===== config.mk =====
export PLATFORM = sky130hd
export DESIGN_NAME = ntt_bitrev_reorder
export DESIGN_NICKNAME = d
export VERILOG_FILES = /design/src/rtl/ntt_bitrev_reorder.sv
export SDC_FILE = /design/constraint.sdc
export NUM_CORES = 1
export LEC_CHECK = 0
export CORE_ASPECT_RATIO = 1.2
export CORE_MARGIN = 2
export CORE_UTILIZATION = 55
export DETAILED_ROUTE_END_ITERATION = 10
export PLACE_DENSITY_LB_ADDON = 0.12
export SLEW_MARGIN = 0
export SYNTH_ARGS = -nofsm -noshare
export SYNTH_HDL_FRONTEND = slang
export SYNTH_SLANG_ARGS = --single-unit

===== constraint.sdc =====
create_clock -name clk -period 3.13 [get_ports clk]
set_input_delay 0.626 -clock clk [delete_from_list [all_inputs] [get_ports clk]]
set_output_delay 0.626 -clock clk [all_outputs]
set_load 0.02 [all_outputs]

===== src/rtl/ntt_bitrev_reorder.sv =====
// ============================================================================
// Module   : ntt_bitrev_reorder
// Purpose  : Ping-pong reorder buffer turning a bit-reversed NTT result stream
//            into natural order; optional NTT_REORDER_MODRED_EN adds a final
//            conditional subtraction of MODULUS before storage.
// Revision : 1.0 - initial release
// ============================================================================
`timescale 1ns/1ps
`default_nettype none

module ntt_bitrev_reorder #(
    parameter int W       = 32,
    parameter int N       = 16,
    parameter int MODULUS = 7681
) (
    input  logic         clk,
    input  logic         rst,
    input  logic         start,
    input  logic         in_valid,
    input  logic [W-1:0] in_data,
    output logic         in_ready,
    output logic         out_valid,
    output logic [W-1:0] out_data,
    input  logic         out_ready,
    output logic         out_last
);

    localparam int              c_LG   = $clog2(N);
    localparam logic [c_LG-1:0] c_LAST = c_LG'(N - 1);
    localparam logic [W-1:0]    c_MOD  = W'(MODULUS);

    logic [1:0]      full_q, full_d;
    logic            wr_bank_q, wr_bank_d;
    logic            rd_bank_q, rd_bank_d;
    logic [c_LG-1:0] wr_cnt_q, wr_cnt_d;
    logic [c_LG-1:0] rd_cnt_q, rd_cnt_d;
    logic            out_valid_q, out_valid_d;
    logic            out_last_q, out_last_d;
    logic [W-1:0]    out_data_q, out_data_d;
    logic [W-1:0]    bank_q [0:1][0:N-1];

    logic            w_accept;
    logic            w_load;
    logic [c_LG-1:0] w_wr_addr;
    logic [W-1:0]    w_wr_data;

    assign in_ready  = !full_q[wr_bank_q];
    assign w_accept  = in_valid && in_ready;
    assign w_load    = full_q[rd_bank_q] && (!out_valid_q || out_ready);

    assign out_valid = out_valid_q;
    assign out_data  = out_data_q;
    assign out_last  = out_last_q;

    always_comb begin
        w_wr_addr = '0;
        for (int k = 0; k < c_LG; k++) begin
            w_wr_addr[k] = wr_cnt_q[c_LG-1-k];
        end
    end

`ifdef NTT_REORDER_MODRED_EN
    // Montgomery output lies in [0, 2*MODULUS); one subtraction normalises it.
    assign w_wr_data = (in_data >= c_MOD) ? (in_data - c_MOD) : in_data;
`else
    logic [W-1:0] w_unused_mod;
    assign w_unused_mod = c_MOD;
    assign w_wr_data    = in_data;
`endif

    // Sample storage carries no reset; validity is tracked by full_q alone.
    always_ff @(posedge clk) begin
        if (w_accept && start) begin
            bank_q[wr_bank_q][w_wr_addr] <= w_wr_data;
        end
    end

    always_comb begin
        full_d      = full_q;
        wr_bank_d   = wr_bank_q;
        rd_bank_d   = rd_bank_q;
        wr_cnt_d    = wr_cnt_q;
        rd_cnt_d    = rd_cnt_q;
        out_valid_d = out_valid_q;
        out_last_d  = out_last_q;
        out_data_d  = out_data_q;

        if (w_accept) begin
            wr_cnt_d = wr_cnt_q + 1'b1;
            if (wr_cnt_q == c_LAST) begin
                full_d[wr_bank_q] = 1'b1;
                wr_bank_d         = ~wr_bank_q;
            end
        end

        // Read frees the bank it drains; write only ever fills the other one.
        if (w_load) begin
            out_data_d  = bank_q[rd_bank_q][rd_cnt_q];
            out_last_d  = (rd_cnt_q == c_LAST);
            out_valid_d = 1'b1;
            rd_cnt_d    = rd_cnt_q + 1'b1;
            if (rd_cnt_q == c_LAST) begin
                full_d[rd_bank_q] = 1'b0;
                rd_bank_d         = ~rd_bank_q;
            end
        end else if (out_valid_q && out_ready) begin
            out_valid_d = 1'b0;
        end

        if (!start) begin
            full_d      = '0;
            wr_bank_d   = 1'b0;
            rd_bank_d   = 1'b0;
            wr_cnt_d    = '0;
            rd_cnt_d    = '0;
            out_valid_d = 1'b0;
            out_last_d  = 1'b0;
            out_data_d  = '0;
        end
    end

    always_ff @(posedge clk or posedge rst) begin
        if (rst) begin
            full_q      <= '0;
            wr_bank_q   <= 1'b0;
            rd_bank_q   <= 1'b0;
            wr_cnt_q    <= '0;
            rd_cnt_q    <= '0;
            out_valid_q <= 1'b0;
            out_last_q  <= 1'b0;
            out_data_q  <= '0;
        end else begin
            full_q      <= full_d;
            wr_bank_q   <= wr_bank_d;
            rd_bank_q   <= rd_bank_d;
            wr_cnt_q    <= wr_cnt_d;
            rd_cnt_q    <= rd_cnt_d;
            out_valid_q <= out_valid_d;
            out_last_q  <= out_last_d;
            out_data_q  <= out_data_d;
        end
    end

endmodule

`default_nettype wire


==> results of run 1 <==
## metal layers
layer | part of all wire | wire length (um) | vias to the layer above
li1 | - | - | 8676
met1 | 0.40 | 39600 | 10800
met2 | 0.51 | 51400 | 845
met3 | 0.064 | 6400 | 136
met4 | 0.025 | 2530 | 2
met5 | 0.00016 | 16 | -
## layout make-up
cell class / count / area (um^2) / share of cell area
Sequential cell: 1070 / 31900 / 0.672
Multi-Input combinational cell: 780 / 8540 / 0.180
Clock buffer: 137 / 2740 / 0.0577
Timing Repair Buffer: 240 / 2530 / 0.0533
Tap cell: 943 / 1180 / 0.0248
Clock inverter: 50 / 559 / 0.0118
Inverter: 6 / 22.5 / 0.000474
Antenna cell: 1 / 2.50 / 0.0000527
## worst min path at each step
stage,slack (ns),cells after the start,start,endpoint
after floorplan,0.50,2,full_q[1],full_q[1]
after global placement,0.48,2,out_data[18],out_data[18]
after detailed placement,0.49,2,out_data[10],out_data[10]
after CTS,0.35,2,rst,out_data[22]
after global routing,0.37,2,rst,out_valid
final,0.36,2,rst,out_valid
## metrics by stage
| stage | TNS, ns | util |
|---|---|---|
| final | 0 | 0.646 |
| after global routing | 0 | 0.646 |
| after CTS | 0 | 0.646 |
| after global placement | 0 | 0.601 |
| after floorplan | -235.50 | - |
| after detailed placement | 0 | 0.601 |
## power by group
group	internal (mW)	switching, mW
Combinational	0.160	0.367
Clock	7.05	5.14
Sequential	15.7	0.0131
Total	22.9	5.52
## critical path: stages, from the launching register on
cell and delay [ns]:
dfrtp_4 0.79, buf_12 0.30, mux4_2 0.35, a22o_1 0.28
a2111oi_0 0.88, o31ai_1 0.13
## layout by cell type (no fill, tap or decap), types with 5 or more instances in the layout
master / netlist / layout
buf_12: 0 / 44
inv_1: 6 / 5
nand3_1: 8 / 7
nor2_4: 0 / 33
o31ai_1: 31 / 31
mux2i_1: 193 / 193
a2111oi_0: 22 / 22
a2111oi_1: 9 / 9
nor4_1: 32 / 32
xnor2_1: 7 / 7
mux4_2: 160 / 160
o21ai_0: 34 / 34
ha_1: 5 / 5
dfrtp_1: 46 / 42
and2_1: 11 / 11
nor2_1: 68 / 35
a22o_1: 63 / 63
bufinv_16: 0 / 11
o22ai_1: 63 / 63
clkbuf_8: 0 / 10
buf_4: 25 / 125
clkbuf_16: 0 / 100
nand2_1: 42 / 41
nand3b_1: 5 / 5
clkbuf_1: 63 / 27
clkinv_1: 0 / 12
clkdlybuf4s50_1: 0 / 71
edfxtp_1: 1024 / 1024
clkinv_2: 0 / 19
## flip-flops by register name (all words and copies together), names as in the netlist
name,flops
wr_bank_q,1
out_valid,1
out_last,1
out_data,32
rd_bank_q,1
wr_cnt_q,4
full_q,2
bank_q,1024
rd_cnt_q,4
## cell families (layout without fill, tap and decap cells)
| group | Yosys count | in the layout | share of synthesized area |
|---|---|---|---|
| buffers and inverters | 122 | 433 | 0.0157 |
| multiplexers | 354 | 354 | 0.136 |
| flip-flops | 1070 | 1070 | 0.782 |
| AO/OA/AOI/OAI | 235 | 235 | 0.0424 |
| XOR/XNOR | 7 | 7 | 0.00150 |
| AND/OR/NAND/NOR | 179 | 179 | 0.0209 |
| other | 0 | 1 | 0 |
| adder cells (fa/ha/maj) | 5 | 5 | 0.00153 |
==> results.tsv, run 1 <==
stage	metric	value	unit
yosys	most numerous cell in the Yosys netlist	edfxtp_1	
global_route	antenna violations before repair	2	
final_layout	share of cells above drive strength 1	0.230	
yosys	area leader, netlist	edfxtp_1	
clock_tree	number of H-tree levels	3	
critical_path	crit-path max FO	30	
timing	Slew headroom	0.224	
placed_design	Area after DPL	0.0442	mm^2
clock_tree	cts repair resizes	0	
route	drt pass-1 iters	7	
global_route	met3 GRT Util	0.0358	
die	Chip Width	253	um
yosys	main flop type after synthesis	edfxtp_1	
placed_design	Setup Slack @ Placement	0.202	ns
power_and_ir_drop	Leakage Power	14.7	nW
yosys	ys async rst share	0.0430	
global_route	global route total overflow	0	
min_path	Hold/Removal Path Class	input port to asynchronous set/reset pin	
placed_design	Final Wtd Congestion	0.810	
critical_path	Worst R2R End	out_data[5]	
final_layout	Fillers	4860	
placed_design	Inst Count DP	3039	
route	via density per instance	6.35	
timing	clk_skew	0.0182	ns
critical_path	worst r2r path cells	5	
yosys	post-synthesis sequential area ratio	0.782	
yosys	Post-synth EDFFs	1024	
route	mean routed wirelength per cell	31.0	um
yosys	#FFs+latches synth	1070	
power_and_ir_drop	Max IR drop VDD	0.578	mV
clock_tree	postcts setup bufs	0	
global_route	met1 usage	0.362	
die	Die Ht	302	um
flow_run	maxcap violations	0	
global_route	vias in the first global route	21000	
clock_tree	CTS tree	done	
global_route	pin count of the biggest net entering global routing	59	
timing	Slew @ Worst Pin	1.16	ns
yosys	Yosys cell types	40	
clock_tree	CTS sink cnt	1070	
critical_path	Crit path required time	3.64	ns
placed_design	Port Buffers	71	
final_layout	Layout Cells excl Fill	3227	
timing	setup violators final	0	
die	Cell Rows	109	
final_layout	Area growth syn-to-layout	16.4	%
critical_path	CP startpoint kind	flip-flop	
die	Die Footprint	0.0764	mm^2
timing	Slew Limit Fails	0	
critical_path	CP Class	flip-flop to flip-flop	
power_and_ir_drop	pwr dens	599	mW/mm^2
timing	final period utilization	0.932	
route	vias	20500	
route	Starting DRT DRC Count	2101	
yosys	Gate Count Post-Synth	1972	
critical_path	Critical Path Sink	out_data[5]	
clock_tree	CTS Root Cell	clkbuf_16	
clock_tree	Reg clk slew, reported paths	0.06	ns
yosys	Mapped Area	0.0408	mm^2
global_route	met2 GRT Util	0.461	
die	Initial Util	0.555	
timing	RSZ-0062 raised after global routing	no	
critical_path	CP Capture Type	flip-flop	
yosys	Post-synth top cells	edfxtp_1 (1024), mux2i_1 (193), mux4_2 (160)	
critical_path	R2R Path Start	rd_cnt_q[1]	
clock_tree	clk buf depth	3	
clock_tree	cts hold-fix bufs	0	
timing	Fin. Hold Viols	0	
clock_tree	clk_lat worst skew	0.67	ns
yosys	Synth Area per Inst	20.7	um^2
yosys	Yosys top cell area share	0.754	
clock_tree	CTS Buf Count	100	
critical_path	flop2flop setup slack	0.21	ns
route	drt drc	0	
yosys	ranking of synthesized cells by area	edfxtp_1 (75%), mux4_2 (8.8%), mux2i_1 (4.7%)	
timing	setup ws final	0.214	ns
power_and_ir_drop	PnR Total Power	28.5	mW
die	core box area	0.0735	mm^2
final_layout	Design Area, Final	0.0475	mm^2
timing	Max Fclk	343	MHz
global_route	Global Route Usage Sum	0.268	
yosys	YS warnings	0	
die	IO Pins	72	
placed_design	HPWL Detailed	60.6	mm
run_status	status	complete, no violations	
timing	WHS	0.359	ns
critical_path	Worst Path Arrival	3.43	ns
route	final wirelength	99.9	mm
yosys	net count after synthesis	2014	
timing	shortest period the worst path allows	2.92	ns
route	Routed Antenna Nets	0	
global_route	first-pass GRT wire length	145	mm
critical_path	beginning of the critical path	rd_cnt_q[1]	
final_layout	Final nets	2240	
global_route	GR peak layer	met2	
No activity file was read; power rests on OpenSTA's default activity.
==> run 2, diff against run 1 <==
--- a/config.mk
+++ b/config.mk
@@ -6,10 +6,11 @@
 export NUM_CORES = 1
 export LEC_CHECK = 0
 export CORE_ASPECT_RATIO = 1.2
-export CORE_MARGIN = 2
+export CORE_MARGIN = 4
 export CORE_UTILIZATION = 55
 export DETAILED_ROUTE_END_ITERATION = 10
 export PLACE_DENSITY_LB_ADDON = 0.12
+export REMOVE_ABC_BUFFERS = 1
 export SLEW_MARGIN = 0
 export SYNTH_ARGS = -nofsm -noshare
 export SYNTH_HDL_FRONTEND = slang
==> results.tsv, run 2 (synthesis gave the netlist of run 1 again) <==
stage	metric	value	unit	change
global_route	pin count of the biggest net entering global routing	62		+5.1%
run_status	status	complete, no violations		
route	via density per instance	6.23		-2.0%
critical_path	crit-path max FO	12		-60%
die	core box area	0.0736	mm^2	+0.19%
placed_design	Final Wtd Congestion	0.815		+0.63%
final_layout	flip-flop and latch area	0.0319	mm^2	unchanged
route	mean routed wirelength per cell	29.8	um	-3.8%
global_route	first-pass GRT wire length	141	mm	-2.7%
critical_path	Worst Path Arrival	2.21	ns	-1.22 ns
timing	Slew headroom	0.394		+0.169
timing	final period utilization	0.905		-0.0270
final_layout	Final nets	2228		-0.54%
timing	WHS	0.426	ns	+0.0668 ns
final_layout	most flop-heavy register	bank_q		
clock_tree	Reg clk slew, reported paths	0.06	ns	about the same
final_layout	Layout Cells excl Fill	3214		-0.40%
die	Die Ht	306	um	+1.3%
flow_run	maxcap violations	0		unchanged
timing	Slew Limit Fails	0		unchanged
timing	Total Neg Setup Slack	0	ns	unchanged
power_and_ir_drop	Leakage Power	14.6	nW	-0.19%
clock_tree	CTS Buf Count	100		unchanged
power_and_ir_drop	PnR Total Power	28.5	mW	+0.33%
critical_path	CP Class	flip-flop to output pin		
die	Cell Rows	109		unchanged
timing	setup violators final	0		unchanged
min_path	Hold/Removal Path Class	input port to asynchronous set/reset pin		
clock_tree	cts hold-fix bufs	0		unchanged
timing	clk_skew	0.0196	ns	+0.00138 ns
global_route	vias in the first global route	20900		-0.33%
clock_tree	number of H-tree levels	3		unchanged
critical_path	flop2flop setup slack	0.33	ns	+0.12 ns
die	Die Footprint	0.0786	mm^2	+2.9%
global_route	Global Route Usage Sum	0.247		-0.0212
power_and_ir_drop	pwr dens	601	mW/mm^2	+0.31%
timing	Max Fclk	353	MHz	+3.0%
critical_path	CP startpoint kind	flip-flop		
critical_path	CP Capture Type	output pin		
die	Initial Util	0.554		-0.00103
power_and_ir_drop	Max IR drop VDD	0.461	mV	-20%
placed_design	HPWL Detailed	58.7	mm	-3.1%
timing	setup ws final	0.298	ns	+0.0846 ns
route	final wirelength	95.7	mm	-4.2%
global_route	antenna violations before repair	0		-2
clock_tree	CTS tree	done		
clock_tree	cts repair resizes	0		unchanged
clock_tree	clk_lat worst skew	0.64	ns	-0.03 ns
timing	Fin. Hold Viols	0		unchanged
final_layout	Fillers	4874		+0.29%
critical_path	Crit path required time	2.50	ns	-1.14 ns
final_layout	Area growth syn-to-layout	16.4	%	about the same
route	drt pass-1 iters	6		-1
timing	RSZ-0062 raised after global routing	no		
timing	Slew @ Worst Pin	0.887	ns	-0.277 ns
final_layout	Largest register FFs	1024		unchanged
final_layout	share of cells above drive strength 1	0.229		-0.00166
global_route	global route total overflow	0		unchanged
clock_tree	clk buf depth	3		unchanged
final_layout	Design Area, Final	0.0475	mm^2	about the same
placed_design	Port Buffers	71		unchanged
clock_tree	CTS sink cnt	1070		unchanged
die	IO Pins	72		unchanged
route	Starting DRT DRC Count	2160		+2.8%
final_layout	most common cell after layout, fill and taps aside	edfxtp_1		
route	vias	20000		-2.4%
final_layout	final core utilization	0.645		-0.00108
final_layout	multi-input logic area	0.00854	mm^2	unchanged
route	Routed Antenna Nets	0		unchanged
die	Chip Width	257	um	+1.6%
placed_design	Inst Count DP	3027		-0.39%
clock_tree	CTS Root Cell	clkbuf_16		
timing	shortest period the worst path allows	2.83	ns	-0.0846 ns
final_layout	most frequent cells in the layout	edfxtp_1 (1024), mux2i_1 (193), mux4_2 (160)		
placed_design	Area after DPL	0.0441	mm^2	about the same
placed_design	Setup Slack @ Placement	0.232	ns	+0.0296 ns
clock_tree	postcts setup bufs	0		unchanged
route	drt drc	0		unchanged
-- run 2: worst max-delay path, cell delays in order, from the launching register on --
cell and delay (ns):
dfrtp_1 0.58, mux2i_1 0.23, buf_4 0.15, clkdlybuf4s50_1 0.61
-- run 2: final timing paths --
check / startpoint / to / cells past startpoint
min in group clk: out_data[5] / out_data[5] / 2
max in group asynchronous: rst / rd_bank_q / 3
min reg2reg: out_data[5] / out_data[5] / 2
max reg2reg: rd_cnt_q[0] / out_data[13] / 5
min: rst / out_data[30] / 2
max: wr_bank_q / in_ready / 3
-- run 2: area by class of cell --
type	count	share of cell area
antenna	2	0.000105
clock buffer	127	0.0574
clock inverter	58	0.0131
inverter	6	0.000474
multi-input combinational	780	0.180
sequential	1070	0.672
tap	943	0.0248
timing repair buffer	228	0.0524
-- run 2: power breakdown --
part | leakage [nW] | total [mW] | switching [mW] | internal [mW]
Sequential | 9.85 | 15.7 | 0.0127 | 15.7
Combinational | 3.16 | 0.538 | 0.375 | 0.163
Clock | 1.64 | 12.3 | 5.05 | 7.22
Total | 14.6 | 28.5 | 5.44 | 23.1
-- run 2: per-layer routing --
metal	up-vias	wire (um)	global-route usage	share of wire
met5	-	0	0	0
met4	0	4370	0.105	0.046
met3	141	5360	0.0321	0.056
met2	666	49700	0.430	0.52
met1	10600	36300	0.316	0.38
li1	8635	-	-	-
